==> config.mk <==
export PLATFORM = sky130hd
export DESIGN_NAME = riscv_mem_port_arb
export DESIGN_NICKNAME = d
export VERILOG_FILES = /design/src/rtl/riscv_mem_port_arb_pkg.sv /design/src/rtl/riscv_mem_port_arb_tagq.sv /design/src/rtl/riscv_mem_port_arb.sv
export SDC_FILE = /design/constraint.sdc
export NUM_CORES = 1
export LEC_CHECK = 0
export ABC_CLOCK_PERIOD_IN_PS = 4250
export BUFFER_PORTS_ARGS = -buffer_cell sky130_fd_sc_hd__buf_2
export CAP_MARGIN = 30
export CORE_AREA = 2 2 124 126
export CTS_CLUSTER_SIZE = 40
export DETAILED_ROUTE_END_ITERATION = 7
export DIE_AREA = 0 0 126 128
export GPL_ROUTABILITY_DRIVEN = 0
export SLEW_MARGIN = 20
export SYNTH_ARGS = -nofsm -noshare
export SYNTH_HDL_FRONTEND = slang
export SYNTH_SLANG_ARGS = --single-unit
==> constraint.sdc <==
create_clock -name clk -period 4.25 [get_ports clk]
set_input_delay 0.425 -clock clk [delete_from_list [all_inputs] [get_ports clk]]
set_output_delay 0.425 -clock clk [all_outputs]
set_load 0.1 [all_outputs]
==> src/rtl/riscv_mem_port_arb_pkg.sv <==
// Shared definitions for the fetch memory-port arbiter: requester tag encodings
// and the default tag-queue depth.
package riscv_mem_port_arb_pkg;

   localparam logic TAG_REQ0      = 1'b0;
   localparam logic TAG_REQ1      = 1'b1;
   localparam int   DEFAULT_DEPTH = 4;

endpackage

==> src/rtl/riscv_mem_port_arb_tagq.sv <==
// Circular FIFO of 1-bit requester tags, one entry per outstanding memory request.
// Push is refused when full and pop is refused when empty, with no same-cycle bypass.
module riscv_mem_port_arb_tagq #(
   parameter int DEPTH = 4,
   parameter int CW    = $clog2(DEPTH+1)
) (
   input  logic          clk,
   input  logic          reset_n,
   input  logic          i_push,
   input  logic          i_tag,
   input  logic          i_pop,
   output logic          o_head,
   output logic          o_full,
   output logic          o_empty,
   output logic [CW-1:0] o_count
);
   localparam int PW = $clog2(DEPTH);

   logic          r_mem [DEPTH];
   logic [PW-1:0] r_wr_ptr;
   logic [PW-1:0] r_rd_ptr;
   logic [CW-1:0] r_count;
   logic          w_push;
   logic          w_pop;

   assign o_full  = (r_count == CW'(DEPTH));
   assign o_empty = (r_count == '0);
   assign o_count = r_count;
   assign o_head  = r_mem[r_rd_ptr];
   assign w_push  = i_push & ~o_full;
   assign w_pop   = i_pop & ~o_empty;

   // DEPTH is a power of two, so the pointers wrap naturally.
   always_ff @(posedge clk or negedge reset_n) begin
      if (!reset_n) begin
         r_wr_ptr <= '0;
         r_rd_ptr <= '0;
         r_count  <= '0;
      end else begin
         if (w_push) r_wr_ptr <= r_wr_ptr + PW'(1);
         if (w_pop)  r_rd_ptr <= r_rd_ptr + PW'(1);
         case ({w_push, w_pop})
            2'b10:   r_count <= r_count + CW'(1);
            2'b01:   r_count <= r_count - CW'(1);
            default: r_count <= r_count;
         endcase
      end
   end

   always_ff @(posedge clk) begin
      if (w_push) r_mem[r_wr_ptr] <= i_tag;
   end

endmodule

==> src/rtl/riscv_mem_port_arb.sv <==
// Merges the two fetch request streams onto one memory port and steers in-order
// responses back by tag. Define RISCV_MEM_PORT_ARB_FIXED_PRIO_EN for req0-wins ties.
module riscv_mem_port_arb
   import riscv_mem_port_arb_pkg::*;
#(
   parameter int REQ_SZ  = 67,
   parameter int RESP_SZ = 35,
   parameter int DEPTH   = DEFAULT_DEPTH
) (
   input  logic                       clk,
   input  logic                       reset_n,
   input  logic [REQ_SZ-1:0]          req0_msg,
   input  logic                       req0_val,
   output logic                       req0_rdy,
   input  logic [REQ_SZ-1:0]          req1_msg,
   input  logic                       req1_val,
   output logic                       req1_rdy,
   output logic [RESP_SZ-1:0]         resp0_msg,
   output logic                       resp0_val,
   output logic [RESP_SZ-1:0]         resp1_msg,
   output logic                       resp1_val,
   output logic [REQ_SZ-1:0]          memreq_msg,
   output logic                       memreq_val,
   input  logic                       memreq_rdy,
   input  logic [RESP_SZ-1:0]         memresp_msg,
   input  logic                       memresp_val,
   output logic [$clog2(DEPTH+1)-1:0] inflight,
   output logic                       err_orphan
);
   localparam int CW = $clog2(DEPTH+1);

   logic          w_winner;
   logic          w_fire;
   logic          w_pop;
   logic          w_full;
   logic          w_empty;
   logic          w_head;
   logic [CW-1:0] w_count;
   logic          r_err_orphan;

`ifdef RISCV_MEM_PORT_ARB_FIXED_PRIO_EN
   assign w_winner = ~req0_val & req1_val;
`else
   logic r_rr_ptr;

   always_comb begin
      w_winner = TAG_REQ0;
      if (req0_val && req1_val) w_winner = r_rr_ptr;
      else if (req1_val)        w_winner = TAG_REQ1;
   end

   // The pointer only moves on a contested grant so a lone requester never skews fairness.
   always_ff @(posedge clk or negedge reset_n) begin
      if (!reset_n)                            r_rr_ptr <= 1'b0;
      else if (w_fire && req0_val && req1_val) r_rr_ptr <= ~w_winner;
   end
`endif

   assign memreq_val = (req0_val | req1_val) & ~w_full;
   assign memreq_msg = (w_winner == TAG_REQ1) ? req1_msg : req0_msg;
   assign w_fire     = memreq_val & memreq_rdy;
   assign req0_rdy   = w_fire & (w_winner == TAG_REQ0);
   assign req1_rdy   = w_fire & (w_winner == TAG_REQ1);

   assign w_pop      = memresp_val & ~w_empty;
   assign resp0_val  = w_pop & (w_head == TAG_REQ0);
   assign resp1_val  = w_pop & (w_head == TAG_REQ1);
   assign resp0_msg  = memresp_msg;
   assign resp1_msg  = memresp_msg;
   assign inflight   = w_count;
   assign err_orphan = r_err_orphan;

   always_ff @(posedge clk or negedge reset_n) begin
      if (!reset_n)                    r_err_orphan <= 1'b0;
      else if (memresp_val && w_empty) r_err_orphan <= 1'b1;
   end

   riscv_mem_port_arb_tagq #(
      .DEPTH (DEPTH),
      .CW    (CW)
   ) u_tagq (
      .clk     (clk),
      .reset_n (reset_n),
      .i_push  (w_fire),
      .i_tag   (w_winner),
      .i_pop   (w_pop),
      .o_head  (w_head),
      .o_full  (w_full),
      .o_empty (w_empty),
      .o_count (w_count)
   );

endmodule

==> results.cfg <==
[clocking]
clockBufferDepth = 2
cts_tree = built
cts_root_buf = clkbuf_16
clkLatencyLatePin_ns = 0.24
numCtsBuffers = 3
cts-resized-gates = 0
cts_hold_buf = 0
h-tree-depth = 1
clock_sink_count = 13
postCtsSetupBuffers = 0
clk_pin_slew_ns = 0.05

[setup_path]
start_kind = flip-flop
slowest_delay_ns = 0.65
cpMaxStageDelayCell = buf_4
end_kind = primary output
arrival_ns = 2.25
crit_path_max_fanout = 70
crit_chain = o21ai_4 > buf_4 > mux2_2 > buf_2
criticalPathCategory = reg -> out
crit_required_ns = 3.83

[global_route]
met1_usage_pct = 11.4
grt_max_degree = 71
first_global_vias = 1844
met2_usage_pct = 16.9
overflow = 0
antenna_found_initial = 0
grt_usage_pct = 9.31
top_usage_layer = met2
grt_pass1_wl_mm = 11.3
met3_usage_pct = 2.46

[floorplan]
ios = 321
die_h_microns = 128
start_util_pct = 13.7
fp.coreArea_sq_um = 14900
die_w_microns = 126
floorplan.die_area_sq_um = 16100
num_rows = 45

[finish]
fill_cells = 1700
ff_latch_area_sq_um = 345
final_cells = 533
syn_to_final_growth_pct = 40.7
drive_gt1_share_pct = 83.2
multi_input_area_sq_um = 1090
finish.net_count = 527
diodes = 0

[routing]
drc = 0
firstDrtPassIters = 4
wl_mm = 8.55
via_per_inst = 3.55
drt_iter0_markers = 65
ant_nets = 0
vias = 1890
routedWlPerCell_microns = 16.0

[logic_synthesis]
seq_area_frac_synth_pct = 17.0
netlist_area_sq_um = 2030
synth_area_per_cell_sq_um = 10.1
synth_top_area_share_pct = 34.9
synth_xor_area_share_pct = 3.02
synth_seq_cells = 13
synthTopCellsByArea = mux2_2 (35%), buf_4 (28%), dfrtp_1 (11%)
yosys_warnings = 0
yosysTopAreaCell = mux2_2
synth-compound-area-share_pct = 1.48
synth_cell_types = 24
syn_nets = 383
synth_fa_ha_area_share_pct = 4.06
synth_top_family_by_area = multiplexers
yosys.area_share.simple_pct = 5.78
synthMuxAreaShare_pct = 38.8
syn_inst = 202

[power_and_ir_drop]
pwr-share-comb_pct = 77.6
p_leak_nw = 1.47
seqPwrFrac_pct = 12.8
clkPwrFrac_pct = 9.6
internal_power_uw = 623
vdd.ir_drop.worst_mv = 0.316
cellPowerDensity_nw_per_um2 = 647
switching_share_pct = 66.4
switchingPower_mw = 1.23

[placed_design]
port_buffers = 215
hpwlAfterDp_mm = 7.74
placed_cells = 529

[timing]
fin_setup_tns_ns = 0
rsz0062_at_grt = false
finalCriticalPeriod_ns = 2.67
finalSetupViolCount = 0
timing.fmax_ghz = 0.374
fin_crit_sh_pct = 62.9
fin_skew_ns = 0.00268
relSlewSlack_pct = 40.6
slew_viol_final = 0
hold_viol_final = 0
worst_pin_slew_ns = 0.891

[outcome]
outcome = complete, no violations

[run]
cap_violations = 0

[hold_path]
hold_path_class = in -> async
## state kept, by name (all words and copies together), names as in the netlist
register         flops
u_tagq.r_mem         4
u_tagq.o_count       3
u_tagq.r_rd_ptr      2
u_tagq.r_wr_ptr      2
err_orphan           1
r_rr_ptr             1
## worst paths after layout
check                             startpoint            endpoint  slack [ns]  cells past startpoint
min reg2reg                       err_orphan          err_orphan        0.45                      1
max reg2reg                u_tagq.o_count[1]   u_tagq.o_count[2]        2.13                      9
max                                 r_rr_ptr       memreq_msg[7]        1.58                      4
max in group asynchronous            reset_n  u_tagq.r_wr_ptr[0]        4.05                      1
min                                  reset_n          err_orphan        0.03                      1
min in group clk                 memresp_val          err_orphan        0.41                      2
## worst max-delay path: cells and delay by family, from the launching register on
| family | cells | cell delay (ns) |
|---|---|---|
| buffers and inverters | 2 | 1.07 |
| AO/OA/AOI/OAI | 1 | 0.12 |
| multiplexers | 1 | 0.31 |
| flip-flops | 1 | 0.40 |
## final cells by class
cell class                 instances  share of cell area [%]
clock buffer                       4                    2.76
inverter                           8                    1.05
multi-input combinational        104                    38.0
sequential                        13                    12.1
tap                              188                    8.22
timing repair buffer             216                    37.9
## stage by stage
stage                     instance area (sq um)  util (%)  total power, mW  hold slack [ns]  setup slack [ns]
after CTS                                  2860      19.2             1.87           0.0323              1.57
after floorplan                            2030         -             1.76            0.129              1.00
after global routing                       2860      19.2             1.93           0.0429              1.47
after global placement                     2780      18.7             1.68            0.286              1.60
after detailed placement                   2780      18.7             1.69            0.288              1.61
final                                      2860      19.2             1.85           0.0252              1.58
## cells in the mapped netlist, drive strengths merged
library cell / count
nor2b: 1
ha: 5
a21o: 1
mux4: 1
fa: 1
xnor2: 4
inv: 8
or3b: 1
o21ai: 2
nor3b: 2
edfxtp: 4
nor3: 1
dfrtp: 9
mux2: 68
nand4: 1
xor2: 3
buf: 77
nor2: 4
o31a: 1
and2: 6
nand2: 2
## cell usage in the layout (no fill, tap or decap)
cell       count
a21o_1         1
and2_1         6
buf_2        215
buf_4          1
clkbuf_1       1
clkbuf_16      3
dfrtp_1        9
edfxtp_1       4
fa_1           1
ha_1           5
inv_1          8
mux2_1         5
mux2_2        63
mux4_2         1
nand2_1        2
nand4_1        1
nor2_1         4
nor2b_1        1
nor3_1         1
nor3b_2        1
nor3b_4        1
o21ai_0        1
o21ai_4        1
o31a_1         1
or3b_2         1
xnor2_1        4
xor2_1         3
## kinds of logic after synthesis
group           after synthesis
buf+inv                      85
xor+xnor                      7
simple gates                 18
fa+ha+maj                     6
flops                        13
compound gates                4
mux                          69
## power by group through the flow
stage          Sequential (mW)  Clock (mW)  Combinational (mW)
4_1_cts                  0.238       0.181                1.45
2_1_floorplan            0.342           0                1.41
6_report                 0.236       0.178                1.44
3_3_place_gp             0.239           0                1.44
3_5_place_dp             0.240           0                1.45
5_1_grt                  0.247       0.186                1.50
## per-layer routing
layer,wire length (microns),part of all wire [%]
met1,3350,39
met2,4380,51
met3,794,9.3
met4,25,0.29
met5,0,0
Note: power is estimated with default switching activity, not from simulation.
